## src/rtl/freq_hop_ctrl.sv

```systemverilog
// Frequency-word controller for the down-conversion NCO: writable tuning table,
// manual or auto-hop selection, and rate-limited slewing of the output word.
module freq_hop_ctrl #(
  parameter int FREQ_W  = 32,
  parameter int ADDR_W  = 3,
  parameter int STEP_W  = 24,
  parameter int DWELL_W = 16
) (
  input  logic               clk,
  input  logic               rst,
  input  logic               en,
  input  logic               cfg_we,
  input  logic [ADDR_W-1:0]  cfg_addr,
  input  logic [FREQ_W-1:0]  cfg_data,
  input  logic               mode,
  input  logic [ADDR_W-1:0]  word,
  input  logic [STEP_W-1:0]  step,
  input  logic [DWELL_W-1:0] dwell,
  input  logic [ADDR_W-1:0]  hop_last,
  output logic [FREQ_W-1:0]  freq,
  output logic               settled,
  output logic               hop,
  output logic [ADDR_W-1:0]  hop_idx
);

  localparam int DEPTH = 2 ** ADDR_W;

  typedef enum logic [1:0] {
    S_MAN   = 2'd0,
    S_SLEW  = 2'd1,
    S_DWELL = 2'd2
  } state_t;

  function automatic logic [FREQ_W-1:0] default_word(input int idx);
    logic [FREQ_W-1:0] base;
    base = FREQ_W'(10 + idx);
    return base << (FREQ_W - 8);
  endfunction

  logic [FREQ_W-1:0]  table_r [DEPTH];
  logic [FREQ_W-1:0]  freq_r;
  logic [FREQ_W-1:0]  target_r;
  logic [ADDR_W-1:0]  hop_idx_r;
  logic [DWELL_W-1:0] dwell_cnt_r;
  logic               hop_r;
  state_t             state_r;

  logic [ADDR_W-1:0]  sel_s;
  logic [FREQ_W:0]    diff_s;
  logic [FREQ_W:0]    abs_diff_s;
  logic [FREQ_W:0]    step_ext_s;
  logic [FREQ_W-1:0]  step_fw_s;
  logic [FREQ_W-1:0]  freq_nx_s;
  logic               settled_s;
  logic [DWELL_W-1:0] dwell_lim_s;
  state_t             state_nx_s;
  logic [ADDR_W-1:0]  hop_idx_nx_s;
  logic [DWELL_W-1:0] dwell_cnt_nx_s;
  logic               hop_nx_s;

  assign freq    = freq_r;
  assign settled = settled_s;
  assign hop     = hop_r;
  assign hop_idx = hop_idx_r;

  // Tuning table: reset reloads defaults, writes ignore en.
  always_ff @(posedge clk) begin
    if (rst) begin
      for (int i = 0; i < DEPTH; i++) begin
        table_r[i] <= default_word(i);
      end
    end else if (cfg_we) begin
      table_r[cfg_addr] <= cfg_data;
    end
  end

  // Slew datapath: difference is taken one bit wider so it can never overflow.
  always_comb begin
    sel_s      = mode ? hop_idx_r : word;
    settled_s  = (freq_r == target_r);
    diff_s     = {target_r[FREQ_W-1], target_r} - {freq_r[FREQ_W-1], freq_r};
    abs_diff_s = diff_s[FREQ_W] ? (~diff_s + {{FREQ_W{1'b0}}, 1'b1}) : diff_s;
    step_ext_s = {{(FREQ_W + 1 - STEP_W){1'b0}}, step};
    step_fw_s  = {{(FREQ_W - STEP_W){1'b0}}, step};
    freq_nx_s  = freq_r;
    if ((step == {STEP_W{1'b0}}) || (abs_diff_s <= step_ext_s)) begin
      freq_nx_s = target_r;
    end else if (diff_s[FREQ_W]) begin
      freq_nx_s = freq_r - step_fw_s;
    end else begin
      freq_nx_s = freq_r + step_fw_s;
    end
  end

  // Hop sequencer next-state; the table compare hides the stale target right after a hop.
  always_comb begin
    state_nx_s     = state_r;
    hop_idx_nx_s   = hop_idx_r;
    dwell_cnt_nx_s = dwell_cnt_r;
    hop_nx_s       = 1'b0;
    dwell_lim_s    = (dwell == {DWELL_W{1'b0}}) ? {DWELL_W{1'b0}} : (dwell - DWELL_W'(1));
    if (!mode) begin
      state_nx_s = S_MAN;
    end else begin
      case (state_r)
        S_MAN: begin
          state_nx_s   = S_SLEW;
          hop_idx_nx_s = {ADDR_W{1'b0}};
        end
        S_SLEW: begin
          if (settled_s && (target_r == table_r[hop_idx_r])) begin
            state_nx_s     = S_DWELL;
            dwell_cnt_nx_s = {DWELL_W{1'b0}};
          end else begin
            state_nx_s = S_SLEW;
          end
        end
        S_DWELL: begin
          if (dwell_cnt_r == dwell_lim_s) begin
            hop_idx_nx_s = (hop_idx_r >= hop_last) ? {ADDR_W{1'b0}} : (hop_idx_r + ADDR_W'(1));
            hop_nx_s     = 1'b1;
            state_nx_s   = S_SLEW;
          end else begin
            dwell_cnt_nx_s = dwell_cnt_r + DWELL_W'(1);
          end
        end
        default: begin
          state_nx_s = S_MAN;
        end
      endcase
    end
  end

  // State registers: everything holds while en is low, hop pulse is forced off.
  always_ff @(posedge clk) begin
    if (rst) begin
      freq_r      <= {FREQ_W{1'b0}};
      target_r    <= {FREQ_W{1'b0}};
      hop_idx_r   <= {ADDR_W{1'b0}};
      dwell_cnt_r <= {DWELL_W{1'b0}};
      hop_r       <= 1'b0;
      state_r     <= S_MAN;
    end else if (en) begin
      freq_r      <= freq_nx_s;
      target_r    <= table_r[sel_s];
      hop_idx_r   <= hop_idx_nx_s;
      dwell_cnt_r <= dwell_cnt_nx_s;
      hop_r       <= hop_nx_s;
      state_r     <= state_nx_s;
    end else begin
      hop_r <= 1'b0;
    end
  end

endmodule

```

## config.mk

```make
export PLATFORM = sky130hd
export DESIGN_NAME = freq_hop_ctrl
export DESIGN_NICKNAME = d
export VERILOG_FILES = /design/src/rtl/freq_hop_ctrl.sv
export SDC_FILE = /design/constraint.sdc
export NUM_CORES = 1
export LEC_CHECK = 0
export BUFFER_PORTS_ARGS = -buffer_cell sky130_fd_sc_hd__buf_2
export CAP_MARGIN = 20
export CORE_ASPECT_RATIO = 1.5
export CORE_MARGIN = 8
export CORE_UTILIZATION = 50
export CTS_CLUSTER_SIZE = 28
export DETAILED_ROUTE_END_ITERATION = 12
export GPL_TIMING_DRIVEN = 0
export PLACE_DENSITY = 0.68
export SLEW_MARGIN = 5
export SYNTH_ARGS = -nofsm -noshare
export SYNTH_HDL_FRONTEND = slang
export SYNTH_SLANG_ARGS = --single-unit
```

## constraint.sdc

```tcl
create_clock -name clk -period 5.6 [get_ports clk]
set_input_delay 0.56 -clock clk [delete_from_list [all_inputs] [get_ports clk]]
set_output_delay 0.56 -clock clk [all_outputs]
set_load 0.02 [all_outputs]
```

==> impl_metrics.csv, run 1 <==
group,metric,value,unit
status,run_status,"complete, but fails checks",
status,violations,"setup timing",
route,drt-vias-per-instance,6.43,
sta,final-setup-viol-count,32,
cts,h-tree-depth,2,
critical_path,critPathMaxStageDelay,0.54,ns
sta,final-hold-violation-count,0,
critical_path,crit_top_cell,"o21a_1",
sta,skew,0.0163,ns
route,drc,0,
synthesis,synth_edf_count,256,
power_and_ir_drop,power-per-cell-area,523,nW/um^2
critical_path,worst-setup-path-type,"reg -> reg",
critical_path,crit_start,"target_r[0]$_SDFFE_PP0P_",
route,firstDrtPassIters,6,
synthesis,synthesis.area,23900,um^2
route,ant_nets,0,
global_route,top_usage_layer,"met2",
floorplanning,pin_count,123,
layout,fill_cells,3959,
critical_path,cp_slowest_cell,"o41a_1",
layout,final_cell_mix,"edfxtp_1 (256), and2_1 (246), nor2_1 (147)",
place,gp_congestion,1.02,
synthesis,ys_seq_area_frac,0.396,
floorplanning,row_count,98,
floorplanning,dieWidth,194,um
critical_path,startpoint_type,"flop",
critical_path,arrival,6.58,ns
route,via_count,19600,
sta,worst_pin_slew,1.16,ns
place,place.detailed.hpwl,60.6,mm
synthesis,async_reset_ff_frac,0,
global_route,use_met3,0.0470,
critical_path,cp_max_fo,6,
sta,drv_slew,0,
cts,cts_tree,"yes",
flow_run,drv_cap,0,
place,portBuffers,121,
global_route,grt_antenna_before_repair,8,
synthesis,ys_ff_latch,345,
critical_path,worst_ep_required_time,6.01,ns
synthesis,postSynthCellCount,2217,
sta,rsz0062_at_grt,"true",
cts,cts-root-buf,"clkbuf_16",
critical_path,cp-end-kind,"flop",
hold_path,hold_path.class,"in -> reg",
synthesis,avgSynthCellArea,10.8,um^2
critical_path,r2r_end,"freq[25]$_SDFFE_PP0P_",
global_route,use_met2,0.523,
global_route,grt_max_degree,33,
sta,min_period,6.17,ns
synthesis,ys_warn_count,0,
layout,final_common_cell,"edfxtp_1",
layout,multiInputGateArea,14200,um^2
cts,cts_num_sinks,345,
power_and_ir_drop,p_leak,10.4,nW
sta,hold_ws,0.368,ns
synthesis,ys.flop_type,"edfxtp_1",
sta,fmax,162,MHz
critical_path,r2r_cells,28,
route,wl_per_cell,27.2,um
route,drt-total-wl,82.9,mm
cts,cts_buffers,36,
sta,layout_setup_ws,-0.572,ns
sta,slew_headroom,0.224,
route,drtIter0Drc,1583,
global_route,grt.overflow.total,0,
critical_path,timing.rr.start,"target_r[0]$_SDFFE_PP0P_",
synthesis,synth_nets,2400,
floorplanning,core_area,47500,um^2
layout,regArea,9530,um^2
global_route,grt_pass1_vias,20200,
cts,clkSlewWorstSetupHoldPaths,0.07,ns
synthesis,synth_cell_types,93,
critical_path,r2r_slack,-0.57,ns
cts,clk-insertion-delay-late,0.54,ns
sta,post-route-period-util,1.10,
global_route,grt_pass1_wl,123,mm
floorplanning,die_area,55200,um^2
global_route,grt_use_total,0.295,
critical_path,endpoint,"freq[25]$_SDFFE_PP0P_",
power_and_ir_drop,peakVddDrop,0.278,mV
cts,ctsHoldBuffers,0,
floorplanning,die_h,284,um
cts,clk_path_buf_depth,3,
layout,final_layout_size_suffix_gt1_frac,0.230,
layout,nets,2602,
power_and_ir_drop,total_power,14.5,mW
floorplanning,start_util,0.503,
global_route,grt.met1_usage,0.304,
layout,area_growth,16.0,%
==> metal layers <==
layer	routed length [um]	vias up
li1	-	8764
met1	27900	9521
met5	36	-
met3	5550	352
met4	7410	6
met2	42000	933
==> synth_stat cells, types with 8 or more instances <==
cell type / number / share of area
nor2_1: 150 / 0.024
inv_1: 92 / 0.014
or3_1: 36 / 0.0094
nand3_1: 30 / 0.0063
buf_1: 20 / 0.0031
and3_1: 13 / 0.0034
o31ai_1: 11 / 0.0035
nor4_1: 13 / 0.0034
or2_2: 16 / 0.0042
a21oi_1: 79 / 0.017
o21a_1: 22 / 0.0069
o21bai_1: 13 / 0.0041
o211ai_1: 10 / 0.0031
edfxtp_1: 256 / 0.32
a211oi_1: 47 / 0.015
o21ai_1: 23 / 0.0048
nor3_1: 40 / 0.0084
a31oi_1: 12 / 0.0031
o21ai_0: 65 / 0.014
a21o_1: 35 / 0.011
or4_1: 8 / 0.0025
xor2_1: 49 / 0.018
nand4_1: 34 / 0.0089
and2_1: 246 / 0.064
nand3_2: 20 / 0.0084
nand2b_1: 23 / 0.0060
mux2i_1: 79 / 0.033
nor2b_1: 17 / 0.0045
nand2_1: 106 / 0.017
ha_1: 95 / 0.050
dfxtp_1: 89 / 0.075
buf_2: 12 / 0.0025
a311oi_1: 26 / 0.0095
nand3b_1: 11 / 0.0035
mux4_2: 128 / 0.12
xnor2_1: 88 / 0.032
clkbuf_1: 88 / 0.014
==> critical path: cells and delay by family, from the launching register on <==
family / cells / cell delay (ns)
buffers and inverters: 4 / 0.54
flip-flops: 1 / 0.36
AO/OA/AOI/OAI: 16 / 3.76
AND/OR/NAND/NOR: 4 / 0.68
adder cells (fa/ha/maj): 3 / 0.57
multiplexers: 1 / 0.12
==> flip-flops by register name, summed over array words and instances (netlist names), named ones only <==
| signal | count |
|---|---|
| table_r | 256 |
| freq | 32 |
| target_r | 32 |
| dwell_cnt_r | 16 |
| hop_idx | 3 |
| state_r | 2 |
| hop | 1 |
==> metrics by stage <==
stage | util | setup TNS, ns | instance area [um^2] | setup WS (ns) | std cells
final | 0.584 | -16.03 | 27700 | -0.572 | 3046
after detailed placement | 0.536 | -47.11 | 25400 | -1.97 | 2943
after global placement | 0.535 | -45.35 | 25400 | -1.89 | 2938
after global routing | 0.584 | -23.27 | 27700 | -0.795 | 3043
after floorplan | - | 0 | 24000 | 0.0185 | 2217
after CTS | 0.575 | -16.81 | 27300 | -0.569 | 3030
==> worst min-delay path by stage <==
stage / start / cells past startpoint / slack (ns) / end
floorplan: dwell_cnt_r[10]$_SDFFE_PP0P_ / 2 / 0.46 / dwell_cnt_r[10]$_SDFFE_PP0P_
global placement: dwell_cnt_r[10]$_SDFFE_PP0P_ / 2 / 0.47 / dwell_cnt_r[10]$_SDFFE_PP0P_
detailed placement: dwell_cnt_r[10]$_SDFFE_PP0P_ / 2 / 0.49 / dwell_cnt_r[10]$_SDFFE_PP0P_
CTS: cfg_data[25] / 2 / 0.36 / table_r[1][25]$_SDFFCE_PN1P_
global route: cfg_data[25] / 2 / 0.38 / table_r[1][25]$_SDFFCE_PN1P_
finish: cfg_data[26] / 2 / 0.37 / table_r[4][26]$_SDFFCE_PN1P_
==> power by group <==
group	switching, mW	leakage, nW	total [mW]	internal (mW)
Sequential	0.295	3.21	3.31	3.01
Clock	1.04	0.558	2.41	1.37
Combinational	5.05	6.65	8.77	3.73
Total	6.38	10.4	14.5	8.11
==> area by class of cell <==
cell class | instances | area share
flip-flops and latches | 345 | 0.344
diodes | 4 | 0.000361
plain buffers | 118 | 0.0226
clock buffers | 43 | 0.0346
inverters | 92 | 0.0126
multi-input cells | 1655 | 0.511
clock inverters | 18 | 0.00704
repair buffers | 171 | 0.0411
well taps | 600 | 0.0271
==> logic make-up (layout without fill, tap and decap cells) <==
family / Yosys count / after routing / synth area share
AO/OA/AOI/OAI: 420 / 420 / 0.125
XOR/XNOR: 138 / 138 / 0.0512
adder cells (fa/ha/maj): 97 / 97 / 0.0514
buffers and inverters: 217 / 442 / 0.0358
flip-flops: 345 / 345 / 0.396
multiplexers: 210 / 210 / 0.155
other: 0 / 4 / 0
AND/OR/NAND/NOR: 790 / 790 / 0.185
==> timing repair <==
action | CTS | global route
endpoints found under the setup margin | 32 | 46
pin swaps | 46 | 51
resized for setup | 104 | 71
gates cloned | 3 | 0
buffers inserted | 28 | 8
No activity file was read; power rests on OpenSTA's default activity.
==> run 2: changes to the inputs <==
Settings changed: MAX_ROUTING_LAYER set to met4, PLACE_DENSITY 0.68 to 0.65.
Clock period 5.6 ns to 6.06 ns, I/O delays scaled along.
==> run 2 against run 1 <==
Compared with the run above:
- the flow still finishes with violations (setup timing)
- worst setup slack improved by 0.44 ns
- total power decreased by 7.3%
- flip-flop and latch count unchanged
- maximum frequency decreased by 0.27%
- core utilization decreased by 0.055 points
- largest cell class unchanged
- worst hold slack improved by 0.037 ns
==> impl_metrics.csv, run 2 (synthesized netlist as in run 1, its figures left out) <==
group,metric,value,unit
critical_path,cp-end-kind,"flop",
critical_path,arrival,6.65,ns
critical_path,cp_slowest_cell,"dfxtp_1",
sta,final-hold-violation-count,0,
sta,drv_slew,0,
route,ant_nets,0,
cts,cts_tree,"yes",
critical_path,path_delay_family,"compound AO/OA/AOI/OAI gates",
global_route,grt_use_total,0.303,
route,via_count,19200,
global_route,grt_max_degree,33,
cts,cts_buffers,35,
status,run_status,"complete, but fails checks",
critical_path,crit_top_cell,"o21a_1",
power_and_ir_drop,p_leak,10.4,nW
floorplanning,die_area,55200,um^2
floorplanning,core_area,47500,um^2
cts,h-tree-depth,2,
floorplanning,dieWidth,194,um
cts,cts_num_sinks,345,
global_route,grt_pass1_vias,19800,
sta,worst_pin_slew,1.15,ns
layout,regMostFlops,"table_r",
critical_path,critPathMaxStageDelay,0.68,ns
cts,cts-root-buf,"clkbuf_16",
sta,rsz0062_at_grt,"true",
layout,final_common_cell,"edfxtp_1",
power_and_ir_drop,peakVddDrop,0.275,mV
route,firstDrtPassIters,8,
place,place.detailed.hpwl,61.9,mm
status,violations,"setup timing",
sta,skew,0.0245,ns
sta,fin_setup_tns,-1.67,ns
cts,clk-insertion-delay-late,0.55,ns
global_route,grt_pass1_wl,123,mm
layout,area_growth,15.9,%
power_and_ir_drop,power-per-cell-area,485,nW/um^2
hold_path,hold_path.class,"in -> reg",
sta,slew_headroom,0.226,
layout,instances_no_fill,3054,
route,wl_per_cell,27.2,um
cts,clkSlewWorstSetupHoldPaths,0.07,ns
sta,final-setup-viol-count,30,
layout,final_layout_size_suffix_gt1_frac,0.230,
route,drc,0,
layout,largest_reg_flops,256,
critical_path,startpoint_type,"flop",
route,drtIter0Drc,1512,
route,drt-vias-per-instance,6.29,
floorplanning,pin_count,123,
cts,ctsHoldBuffers,0,
critical_path,cp_max_fo,9,
flow_run,drv_cap,0,
critical_path,timing.rr.start,"target_r[27]$_SDFFE_PP0P_",
place,dp_cells,2944,
floorplanning,row_count,98,
floorplanning,start_util,0.503,
floorplanning,die_h,284,um
cts,clk_path_buf_depth,3,
layout,nets,2608,
sta,min_period,6.19,ns
sta,fmax,162,MHz
sta,layout_setup_ws,-0.128,ns
route,drt-total-wl,83.0,mm
hold_path,holdCritStartpoint,"cfg_data[27]",
critical_path,worst_ep_required_time,6.52,ns
global_route,grt.overflow.total,0,
critical_path,critPathBufInv,6,
critical_path,worst-setup-path-type,"reg -> reg",
global_route,grt_antenna_before_repair,5,
place,gp_congestion,0.987,
critical_path,crit_start,"target_r[27]$_SDFFE_PP0P_",
layout,final_cell_mix,"edfxtp_1 (256), and2_1 (245), nor2_1 (146)",
place,portBuffers,121,
sta,post-route-period-util,1.02,
run 2: cell count changes in the layout (fill, tap and decap cells not counted), moves of 3 or more:
cell / change
ha_1: -3
clkbuf_2: -4
clkinv_1: +4
ha_2: +7
buf_4: +8
dfxtp_1: +6
dfxtp_4: -4
ha_4: -4
buf_6: +5
run 2: where the power goes:
| group | internal, mW | switching [mW] | total (mW) |
|---|---|---|---|
| combinational | 3.49 | 4.74 | 8.23 |
| clock | 1.22 | 0.959 | 2.18 |
| sequential | 2.78 | 0.248 | 3.03 |
run 2: per-stage QoR:
step | util | instance area, um^2 | power (mW) | setup slack, ns | hold slack [ns]
5_1_grt | 0.584 | 27700 | 14.2 | -0.322 | 0.416
4_1_cts | 0.572 | 27100 | 12.8 | -0.228 | 0.396
3_3_place_gp | 0.532 | 25200 | 9.95 | -2.44 | 0.471
3_5_place_dp | 0.534 | 25300 | 10.1 | -2.41 | 0.499
6_report | 0.584 | 27700 | 13.4 | -0.128 | 0.405
2_1_floorplan | - | 23900 | 8.18 | 0.00340 | 0.458
run 2: timing repair:
item | CTS | global route
cloned | 2 | 0
gates resized for setup | 106 | 89
pin swaps | 32 | 55
setup endpoints to repair | 32 | 32
setup buffers | 31 | 17
run 2: metal layers:
| layer | routed length [um] | GRT usage |
|---|---|---|
| met5 | 0 | - |
| met4 | 6620 | 0.210 |
| met3 | 4730 | 0.0401 |
| met2 | 43100 | 0.537 |
| met1 | 28600 | 0.305 |
run 2: layout make-up:
class,count,area (um^2)
Timing Repair Buffer,179,1200
Tap cell,600,751
Fill cell,4044,19800
Sequential cell,345,9510
Multi-Input combinational cell,1655,14200
Buffer,117,581
Antenna cell,5,12.5
Inverter,92,348
Clock inverter,22,203
Clock buffer,39,912
run 2: path summary, 6_finish.rpt:
kind / to / slack (ns) / depth (start not counted)
max: freq[2]$_SDFFE_PP0P_ / -0.13 / 26
min: table_r[1][27]$_SDFFCE_PN1P_ / 0.40 / 2
max reg2reg: freq[2]$_SDFFE_PP0P_ / -0.13 / 26
min reg2reg: dwell_cnt_r[10]$_SDFFE_PP0P_ / 0.50 / 2
